$ cat src/rtl/alu_isa_pkg.sv
// ISA definitions shared by the issue stage: opcode encoding, instruction
// field positions and opcode classification helpers.
package alu_isa_pkg;

  localparam int OPC_W     = 4;
  localparam int REG_IDX_W = 3;
  localparam int DATA_W    = 8;
  localparam int CONST_W   = 2;
  localparam int INSTR_W   = 9;

  localparam int OPC_MSB = 8;
  localparam int OPC_LSB = 5;
  localparam int RD_MSB  = 4;
  localparam int RD_LSB  = 2;
  localparam int LO_MSB  = 1;
  localparam int LO_LSB  = 0;

  typedef enum logic [OPC_W-1:0] {
    OP_ADD  = 4'd0,
    OP_ADDI = 4'd1,
    OP_SUB  = 4'd2,
    OP_SHL  = 4'd3,
    OP_SLT  = 4'd4,
    OP_EQ0  = 4'd5,
    OP_CMP4 = 4'd6,
    OP_XOR  = 4'd7,
    OP_AND  = 4'd8,
    OP_OR   = 4'd9,
    OP_NOT  = 4'd10
  } opcode_e;

  // Opcodes above OP_NOT are decoded as NOPs that never write back.
  function automatic logic is_writing(input logic [OPC_W-1:0] op);
    return op <= OP_NOT;
  endfunction

  function automatic logic uses_constant(input logic [OPC_W-1:0] op);
    return (op == OP_ADDI) || (op == OP_SHL);
  endfunction

endpackage

$ cat src/rtl/alu_regfile.sv
// 8x8 register file: one synchronous write port, two combinational read
// ports and a combinational debug read port (all reads are pre-write).
module alu_regfile
  import alu_isa_pkg::*;
#(
  parameter int                NUM_REGS  = 8,
  parameter logic [DATA_W-1:0] RESET_VAL = 8'h00
) (
  input  logic                 clk,
  input  logic                 reset,
  input  logic                 i_we,
  input  logic [REG_IDX_W-1:0] i_waddr,
  input  logic [DATA_W-1:0]    i_wdata,
  input  logic [REG_IDX_W-1:0] i_raddr1,
  output logic [DATA_W-1:0]    o_rdata1,
  input  logic [REG_IDX_W-1:0] i_raddr2,
  output logic [DATA_W-1:0]    o_rdata2,
  input  logic [REG_IDX_W-1:0] i_dbg_addr,
  output logic [DATA_W-1:0]    o_dbg_data
);

  logic [DATA_W-1:0] r_mem [NUM_REGS];

  always_ff @(posedge clk) begin
    if (reset) begin
      for (int i = 0; i < NUM_REGS; i++) r_mem[i] <= RESET_VAL;
    end else if (i_we) begin
      r_mem[i_waddr] <= i_wdata;
    end
  end

  assign o_rdata1   = r_mem[i_raddr1];
  assign o_rdata2   = r_mem[i_raddr2];
  assign o_dbg_data = r_mem[i_dbg_addr];

endmodule

$ cat src/rtl/alu_issue_stage.sv
// Decode/issue stage feeding the ALU: decodes, reads operands with bypass from
// the in-flight result, holds a one-entry EX register and performs writeback.
module alu_issue_stage
  import alu_isa_pkg::*;
#(
  parameter int                NUM_REGS  = 8,
  parameter logic [DATA_W-1:0] RESET_VAL = 8'h00
) (
  input  logic                 clk,
  input  logic                 reset,
  input  logic                 instr_valid,
  input  logic [INSTR_W-1:0]   instr,
  output logic                 instr_ready,
  input  logic                 stall,
  output logic                 ex_valid,
  output logic [OPC_W-1:0]     ex_opcode,
  output logic [DATA_W-1:0]    ex_rs1,
  output logic [DATA_W-1:0]    ex_rs2,
  output logic [CONST_W-1:0]   ex_constant,
  input  logic [DATA_W-1:0]    alu_result,
  input  logic                 alu_overflow,
  output logic                 ovf_flag,
  output logic                 illegal,
  input  logic [REG_IDX_W-1:0] dbg_addr,
  output logic [DATA_W-1:0]    dbg_data
);

  // Handshake: an instruction is taken on any rising edge where
  // instr_valid & instr_ready; instr_ready is simply ~stall.
  logic                 r_ex_valid;
  logic [OPC_W-1:0]     r_ex_opcode;
  logic [REG_IDX_W-1:0] r_ex_rd;
  logic [DATA_W-1:0]    r_ex_rs1;
  logic [DATA_W-1:0]    r_ex_rs2;
  logic [CONST_W-1:0]   r_ex_constant;
  logic                 r_ovf_flag;
  logic                 r_illegal;

  logic [OPC_W-1:0]     w_opcode;
  logic [REG_IDX_W-1:0] w_rs1_idx;
  logic [REG_IDX_W-1:0] w_rs2_idx;
  logic [CONST_W-1:0]   w_constant;
  logic [DATA_W-1:0]    w_rf_rs1;
  logic [DATA_W-1:0]    w_rf_rs2;
  logic [DATA_W-1:0]    w_op1;
  logic [DATA_W-1:0]    w_op2;
  logic                 w_accept;
  logic                 w_wb;

  assign w_opcode   = instr[OPC_MSB:OPC_LSB];
  assign w_rs1_idx  = instr[RD_MSB:RD_LSB];
  assign w_rs2_idx  = {1'b0, instr[LO_MSB:LO_LSB]};
  assign w_constant = uses_constant(w_opcode) ? instr[LO_MSB:LO_LSB] : '0;

  assign instr_ready = ~stall;
  assign w_accept    = instr_valid & ~stall;
  assign w_wb        = r_ex_valid & ~stall & is_writing(r_ex_opcode);

  alu_regfile #(
    .NUM_REGS  (NUM_REGS),
    .RESET_VAL (RESET_VAL)
  ) u_regfile (
    .clk        (clk),
    .reset      (reset),
    .i_we       (w_wb),
    .i_waddr    (r_ex_rd),
    .i_wdata    (alu_result),
    .i_raddr1   (w_rs1_idx),
    .o_rdata1   (w_rf_rs1),
    .i_raddr2   (w_rs2_idx),
    .o_rdata2   (w_rf_rs2),
    .i_dbg_addr (dbg_addr),
    .o_dbg_data (dbg_data)
  );

  // Result being retired this cycle overrides the stale regfile read.
  assign w_op1 = (w_wb && (w_rs1_idx == r_ex_rd)) ? alu_result : w_rf_rs1;
  assign w_op2 = (w_wb && (w_rs2_idx == r_ex_rd)) ? alu_result : w_rf_rs2;

  always_ff @(posedge clk) begin
    if (reset) begin
      r_ex_valid    <= 1'b0;
      r_ex_opcode   <= '0;
      r_ex_rd       <= '0;
      r_ex_rs1      <= '0;
      r_ex_rs2      <= '0;
      r_ex_constant <= '0;
      r_ovf_flag    <= 1'b0;
      r_illegal     <= 1'b0;
    end else begin
      if (w_wb && (r_ex_opcode == OP_ADD)) r_ovf_flag <= r_ovf_flag | alu_overflow;
      if (w_accept) begin
        r_ex_valid    <= 1'b1;
        r_ex_opcode   <= w_opcode;
        r_ex_rd       <= w_rs1_idx;
        r_ex_rs1      <= w_op1;
        r_ex_rs2      <= w_op2;
        r_ex_constant <= w_constant;
        if (!is_writing(w_opcode)) r_illegal <= 1'b1;
      end else if (!stall) begin
        r_ex_valid <= 1'b0;
      end
    end
  end

  assign ex_valid    = r_ex_valid;
  assign ex_opcode   = r_ex_opcode;
  assign ex_rs1      = r_ex_rs1;
  assign ex_rs2      = r_ex_rs2;
  assign ex_constant = r_ex_constant;
  assign ovf_flag    = r_ovf_flag;
  assign illegal     = r_illegal;

endmodule

$ cat config.mk
export PLATFORM = sky130hd
export DESIGN_NAME = alu_issue_stage
export DESIGN_NICKNAME = d
export VERILOG_FILES = /design/src/rtl/alu_isa_pkg.sv /design/src/rtl/alu_regfile.sv /design/src/rtl/alu_issue_stage.sv
export SDC_FILE = /design/constraint.sdc
export NUM_CORES = 1
export LEC_CHECK = 0
export ABC_AREA = 1
export CAP_MARGIN = 20
export CORE_MARGIN = 2
export CORE_UTILIZATION = 37
export CTS_CLUSTER_DIAMETER = 200
export DETAILED_ROUTE_END_ITERATION = 10
export GPL_ROUTABILITY_DRIVEN = 0
export PLACE_DENSITY = 0.7
export SLEW_MARGIN = 0
export SYNTH_ARGS = -nofsm -noshare
export SYNTH_HDL_FRONTEND = slang
export SYNTH_HIERARCHICAL = 1
export SYNTH_SLANG_ARGS = --single-unit
$ cat constraint.sdc
create_clock -name clk -period 1.95 [get_ports clk]
set_clock_uncertainty 0.2 [all_clocks]
set_input_delay 0.195 -clock clk [delete_from_list [all_inputs] [get_ports clk]]
set_output_delay 0.195 -clock clk [all_outputs]
set_load 0.03 [all_outputs]
# After elaboration in Yosys (flattened, before gate mapping)
# Memory sizes are Yosys's and may differ from the RTL's. A register that Yosys moved wholly into a read port is not among the register bits.
# Index checks and enable logic that the tools add are counted.
[totals] reg_bits=12 ramBits=64 in_bits=25 word_cells=34 memories=1
[op_classes] magnitude_cmp=2 eq_ne=3 n_mux=11 bitwise_logic=6 n_reduce_logical=5
[mem_list] name="u_regfile.r_mem" depth=8 word_bits=8 rd=3 rd_clocked_by_memory_dff=2 wr=8 line="alu_regfile.sv:22" rtl="logic [DATA_W-1:0] r_mem [NUM_REGS];"
[ops] cell="$le 4x4->1 const B" n=2
[ops] cell="$mux 1" n=8
[ops] cell="$mux 8" n=1
[ops] cell="$reduce_or 8->1" n=1
[ops] cell="$eq 4x1->1 const B" n=1
[ops] cell="$eq 4x2->1 const B" n=1
[ops] cell="$logic_not 4->1" n=1
[ops] cell="$and 1x1->1" n=3
[ops] cell="$mux 3" n=1
[ops] cell="$mux 2" n=1
[ops] cell="$ne 2x1->1 const B" n=1
[ops] cell="$not 1->1" n=2
[ops] cell="$reduce_and 2->1" n=1
[ops] cell="$logic_and 1x1->1" n=1
[ops] cell="$logic_or 1x1->1" n=1
[ops] cell="$or 1x1->1" n=1

# Depth between registers and ports, before layout
# Gate-level depths: netlist of run 1.
[logic_depth] ltp_word=8 ltp_mapped=12 ltp_nobuf=10

# By module
# Netlist of run 1, hierarchy kept.
[by_module_without_submodules] mod="alu_regfile" instances=1 cells_each=678 area_each_um2=4538.1 seq_area_each_um2=1921.8
[by_module_without_submodules] mod="alu_issue_stage" instances=1 cells_each=215 area_each_um2=1443.9 seq_area_each_um2=560.5

# Worst setup path after synthesis of run 1
# No wires, ideal clock.
[synth_path] path_kind="register to register" start="reg r_ex_valid, in the netlist ex_valid" end="mem u_regfile.r_mem[5][0] (enable)" setup_ns=0.329 t_arrival_ns=1.649 t_required_ns=1.421 path_slack_ns=-0.228 stages_incl_launch_ff=9 n_path_buf=2 period_less_slack_ns=2.178 path_cell_list="dfxtp_1 nand2_2 a21oi_4 buf_6 buf_8 nand2_4 nor2_4 nand2_4 nand2_1"
[synth_lines] element="from (decl)" line="alu_issue_stage.sv:30" rtl="logic r_ex_valid;"
[synth_lines] element="from (signal assigned)" line="alu_issue_stage.sv:82" rtl="r_ex_valid <= 1'b0;"
[synth_lines] element="from (signal assigned)" line="alu_issue_stage.sv:93" rtl="r_ex_valid <= 1'b1;"
[synth_lines] element="from (signal assigned)" line="alu_issue_stage.sv:101" rtl="r_ex_valid <= 1'b0;"
[synth_lines] element="to (decl)" line="alu_regfile.sv:22"

# Worst setup path after layout of run 1
[layout_path] start="in stall" end="out instr_ready"
[layout_between] elab_chain_len=1
[layout_lines] element="from (decl)" line="alu_issue_stage.sv:14" rtl="input logic stall,"
[layout_lines] element="$not 1->1" line="alu_issue_stage.sv:55" rtl="assign instr_ready = ~stall;"
[layout_lines] element="to (decl)" line="alu_issue_stage.sv:13" rtl="output logic instr_ready,"
# No other way between the ends.

==> qor.csv, run 1 <==
metric,value,unit
cp.required,1.55,ns
num_rows,46,
dp_hpwl,13200,um
initial_core_util,37.8,%
intPower,0.00344,W
wl_per_cell,15.0,um
grt_max_degree,38,
cts.sinks,92,
grt_pass1_vias,5281,
clock_latency,0.35,ns
synth-edff-count,64,
stdcell_area,7210,um^2
drt_iter0_drc,516,
startpoint_type,primary input,
max_freq,0.539,GHz
crit_family,buffers and inverters,
die_area,17200,um^2
ant_nets,0,
dp.cells,1161,
cts_tree,done,
clkTransAtPathRegs,0.07,ns
synth_flop_cell,edfxtp_1,
critPathKind,in -> out,
p_switching,0.00145,W
via_count,5848,
core_area,15800,um^2
area_growth,20.6,%
cp.buffers_inverters,4,
synth_cell_types,26,
yosys_register_bits,92,
io_buffer_count,58,
sw_frac_of_total,29.7,%
syn_area_per_cell,6.70,um^2
cp.arrival,1.46,ns
synth_area,5980,um^2
synth_nets,918,
powerDensity,678,nW/um^2
hold_viol_final,0,
die_x,131,um
power_frac_seq,45.2,%
hold_path_class,reg -> reg,
rsz0062_at_grt,no,
dpl-instance-area,6920,um^2
synth_area_leaders,"edfxtp_1 (32%), nand2_1 (23%), nand3_1 (10%), dfxtp_1 (9.4%), nor2_1 (6.9%)",
cp_slowest_cell,clkdlybuf4s50_1,
critPathMostFrequentCell,clkdlybuf4s50_1,
antenna_found_initial,0,
synthArstFlopShare,0,%
synthCells,893,
post-route-period-util,95.1,%
firstDrtPassIters,7,
nets,981,
cts-root-buf,clkbuf_16,
cts.path.max_buffers,2,
max_stage_delay,0.66,ns
grt_use_total,20.9,%
status,"complete, no violations",
clockPowerShare,33.2,%
grt-ovfl-total,0,
grt_pass1_wl,28400,um
drcViolationCount,0,
yosys.area.top_type_share,32.1,%
layout_commonest_cell,nand2_1,
route.final.wire_length,17600,um
cts_buffers,9,
drive_above_1_share,10.6,%
yosysWarnings,6,
final_cell_mix,"nand2_1 (357), nand3_1 (120), nor2_1 (110), inv_1 (103), edfxtp_1 (64)",
io_pins,59,
htree_levels,3,
critPathMaxFanout,2,
drv_cap,0,
final-setup-viol-count,0,
path_cells,clkdlybuf4s50_1 > inv_2 > buf_4 > clkdlybuf4s50_1,
synth_area_leader_cell,edfxtp_1,
slew_viol_final,0,
period_needed,1.86,ns
diodes,0,
combPwrFrac,21.6,%
ir_drop,0.000471,V
fp.dieH,131,um
instances_no_fill,1177,
power.leakage,3.69,nW
cp-end-kind,output pin,
viasPerCell,4.97,
yosysSeqAreaShare,41.5,%
-- path summary, 6_finish.rpt --
kind,start,to,slack (ns),cells after the start
worst max register to register,ex_opcode[0],u_regfile/r_mem[3][5],0.22,8
worst min-delay path,illegal,illegal,0.26,2
worst min register to register,illegal,illegal,0.26,2
worst max-delay path,stall,instr_ready,0.09,4
-- layer usage --
metal | track usage [%] | wire length (um)
met3 | 2.97 | 1280
met4 | 12.1 | 826
met1 | 29.7 | 7800
met5 | 0 | 0
met2 | 30.3 | 7730
-- worst register-to-register path, cell delays in order, from the launching register on --
cell and delay (ns):
dfxtp_4 0.36, nand2_2 0.06, nand2_2 0.05, a21oi_4 0.15, nand2_4 0.09, nor2_4 0.28
nand2_4 0.09, buf_4 0.18, nor2_1 0.12
-- registers in the layout (all words and copies together) (netlist names) --
name,count
ex_constant,2
ex_opcode,4
ex_rs1,8
ex_rs2,8
ex_valid,1
illegal,1
ovf_flag,1
r_ex_rd,3
u_regfile/r_mem,64
-- stage by stage --
| step | utilization [%] | hold WS [ns] | TNS, ns | total power (W) | setup WS [ns] |
|---|---|---|---|---|---|
| after global placement | 43.7 | 0.243 | -3.61 | 0.00328 | -0.0558 |
| after CTS | 45.5 | 0.251 | 0 | 0.00492 | 0.0359 |
| after detailed placement | 43.7 | 0.259 | -4.18 | 0.00329 | -0.0564 |
| after floorplan | - | 0.133 | -1.19 | 0.00293 | -0.0188 |
| after global routing | 45.6 | 0.282 | 0 | 0.00513 | 0.0434 |
| final | 45.6 | 0.258 | 0 | 0.00489 | 0.0950 |
-- kinds of logic (layout without fill, tap and decap cells) --
| kind of cell | after synthesis | count (layout) | synth area share, % |
|---|---|---|---|
| AO/OA/AOI/OAI | 20 | 20 | 1.88 |
| flip-flops | 92 | 92 | 41.5 |
| buffers and inverters | 155 | 223 | 11.9 |
| XOR/XNOR | 2 | 2 | 0.607 |
| other | 1 | 1 | 0.0627 |
| AND/OR/NAND/NOR | 623 | 623 | 44.0 |
-- cell usage after synthesis, types with 2 or more instances --
| cell type | instances |
|---|---|
| nand2_1 | 366 |
| nand3_1 | 120 |
| nor2_1 | 110 |
| inv_1 | 103 |
| edfxtp_1 | 64 |
| dfxtp_1 | 28 |
| buf_2 | 22 |
| inv_2 | 11 |
| a21oi_1 | 9 |
| buf_6 | 9 |
| nand2_4 | 9 |
| o21ai_0 | 9 |
| nand4_1 | 8 |
| buf_4 | 7 |
| nor2_4 | 4 |
| nand2_2 | 3 |
| clkbuf_1 | 2 |
-- power by group through the flow --
| stage | Clock, W | Combinational [W] | Sequential [W] |
|---|---|---|---|
| after floorplan | 0 | 0.000625 | 0.00231 |
| after global placement | 0 | 0.00103 | 0.00225 |
| after detailed placement | 0 | 0.00104 | 0.00226 |
| after CTS | 0.00167 | 0.00104 | 0.00221 |
| after global routing | 0.00175 | 0.00116 | 0.00222 |
| final | 0.00162 | 0.00106 | 0.00221 |
-- repair_timing --
item                                    CTS  global route
hold buffers                              0             0
endpoints found under the setup margin    2             8
resized for setup                         2             4
buffers inserted                          0             0
-- area by class of cell --
type | count | area [um^2]
Multi-Input combinational cell | 646 | 2850
Timing Repair Buffer | 93 | 888
Tap cell | 216 | 270
Inverter | 114 | 433
Sequential cell | 92 | 2500
Clock inverter | 5 | 35.0
Fill cell | 1552 | 8610
Clock buffer | 11 | 243
(Power assumes the default switching activity.)
==> inputs of run 2 (changes only) <==
--- a/config.mk
+++ b/config.mk
@@ -11,7 +11,6 @@
 export CORE_UTILIZATION = 37
 export CTS_CLUSTER_DIAMETER = 200
 export DETAILED_ROUTE_END_ITERATION = 10
-export GPL_ROUTABILITY_DRIVEN = 0
 export PLACE_DENSITY = 0.7
 export SLEW_MARGIN = 0
 export SYNTH_ARGS = -nofsm -noshare
==> qor.csv, run 2 (synthesis results as in run 1) <==
metric,value,unit,change
sw_frac_of_total,29.6,%,was 29.7%
firstDrtPassIters,5,,was 7
initial_core_util,37.8,%,unchanged
die_x,131,um,unchanged
drcViolationCount,0,,unchanged
intPower,0.00354,W,was 0.00344 W
die_area,17200,um^2,unchanged
viasPerCell,4.89,,was 4.97
io_pins,59,,unchanged
cp_slowest_cell,clkdlybuf4s50_1,,unchanged
setup_ws,0.0878,ns,was 0.0950 ns
area_growth,21.0,%,was 20.6%
grt_use_total,21.1,%,was 20.9%
final-setup-viol-count,0,,unchanged
ant_nets,0,,unchanged
route.final.wire_length,17800,um,was 17600 um
largest_reg_flops,64,,unchanged
post_cts_buffers,0,,unchanged
clockPowerShare,35.0,%,was 33.2%
cts_buffers,9,,unchanged
powerDensity,696,nW/um^2,was 678 nW/um^2
cp.arrival,1.47,ns,was 1.46 ns
ir_drop,0.000397,V,was 0.000471 V
cp.required,1.55,ns,about the same
post-route-period-util,95.5,%,was 95.1%
cp-end-kind,output pin,,unchanged
cp.buffers_inverters,1,,was 4
core_area,15800,um^2,unchanged
max_freq,0.537,GHz,was 0.539 GHz
critPathMaxFanout,4,,was 2
combPwrFrac,21.0,%,was 21.6%
power_frac_seq,43.9,%,was 45.2%
crit_family,buffers and inverters,,unchanged
cts-root-buf,clkbuf_16,,unchanged
wl_per_cell,15.1,um,was 15.0 um
gp_congestion,0.997,,
rsz0062_at_grt,no,,unchanged
via_count,5758,,was 5848
hold_buffers,0,,unchanged
diodes,0,,unchanged
utilization,45.7,%,was 45.6%
clock_latency,0.35,ns,about the same
critPathKind,reg -> out,,was in -> out
power.leakage,3.69,nW,about the same
cts_tree,done,,unchanged
path_cells,clkdlybuf4s50_1,,was clkdlybuf4s50_1 > inv_2 > buf_4 > clkdlybuf4s50_1
grt-ovfl-total,0,,unchanged
drv_cap,0,,unchanged
drt_iter0_drc,504,,was 516
status,"complete, no violations",,unchanged
grt_pass1_vias,5278,,was 5281
clkTransAtPathRegs,0.06,ns,was 0.07 ns
hold_path_class,reg -> reg,,unchanged
hold_viol_final,0,,unchanged
dp_hpwl,13600,um,was 13200 um
cts.path.max_buffers,2,,unchanged
grt_pass1_wl,28500,um,was 28400 um
period_needed,1.86,ns,about the same
startpoint_type,flip-flop,,was primary input
num_rows,46,,unchanged
final_cell_mix,"nand2_1 (357), nand3_1 (120), nor2_1 (110), inv_1 (103), edfxtp_1 (64)",,unchanged
io_buffer_count,58,,unchanged
nets,981,,unchanged
fp.dieH,131,um,unchanged
p_switching,0.00149,W,was 0.00145 W
drive_above_1_share,10.6,%,unchanged
cts.sinks,92,,unchanged
antenna_found_initial,0,,unchanged
slew_viol_final,0,,unchanged
grt_max_degree,38,,unchanged
post-place-ws,-0.0624,ns,was -0.0564 ns
htree_levels,3,,unchanged
layout_commonest_cell,nand2_1,,unchanged
regMostFlops,u_regfile/r_mem,,unchanged
max_stage_delay,0.72,ns,was 0.66 ns
run 2: path summary, 6_finish.rpt:
path / slack (ns) / end / cells after the start / start
max: 0.09 / ex_opcode[3] / 1 / ex_opcode[3]
min reg2reg: 0.26 / illegal / 2 / illegal
max reg2reg: 0.22 / u_regfile/r_mem[5][7] / 8 / ex_opcode[1]
min: 0.26 / illegal / 2 / illegal
run 2: repair_timing:
| action | 4_1_cts | 5_1_grt |
|---|---|---|
| resized for setup | 2 | 4 |
| setup endpoints to repair | 6 | 8 |
| gates cloned | 0 | 0 |
| pin swaps | 0 | 0 |
run 2: routing by layer:
metal	global-route usage [%]	vias to the layer above	part of all wire, %
li1	-	2891	-
met1	29.9	2629	45
met2	31.3	201	45
met3	3.32	37	6.1
met4	10.3	0	4.0
met5	0	-	0
run 2: area by class of cell:
class,count,area (um^2)
Multi-Input combinational cell,646,2850
Clock buffer,10,229
Sequential cell,92,2500
Inverter,114,433
Clock inverter,6,71.3
Fill cell,1597,8590
Tap cell,216,270
Timing Repair Buffer,93,888
run 2: per-stage QoR:
| step | total power [W] | setup TNS [ns] | instance area, um^2 | hold WS (ns) | cells |
|---|---|---|---|---|---|
| CTS | 0.00505 | 0 | 7220 | 0.247 | 1177 |
| finish | 0.00503 | 0 | 7240 | 0.256 | 1177 |
| detailed placement | 0.00330 | -5.56 | 6920 | 0.256 | 1161 |
| global route | 0.00525 | 0 | 7240 | 0.276 | 1177 |
| global placement | 0.00329 | -1.91 | 6920 | 0.248 | 1161 |
| floorplan | 0.00293 | -1.19 | 6060 | 0.133 | 893 |
run 2: power by group through the flow:
stage	Combinational (W)	Clock, W	Sequential, W
finish	0.00106	0.00176	0.00221
global route	0.00116	0.00187	0.00222
CTS	0.00105	0.00179	0.00221
detailed placement	0.00104	0	0.00225
global placement	0.00104	0	0.00225
floorplan	0.000625	0	0.00231
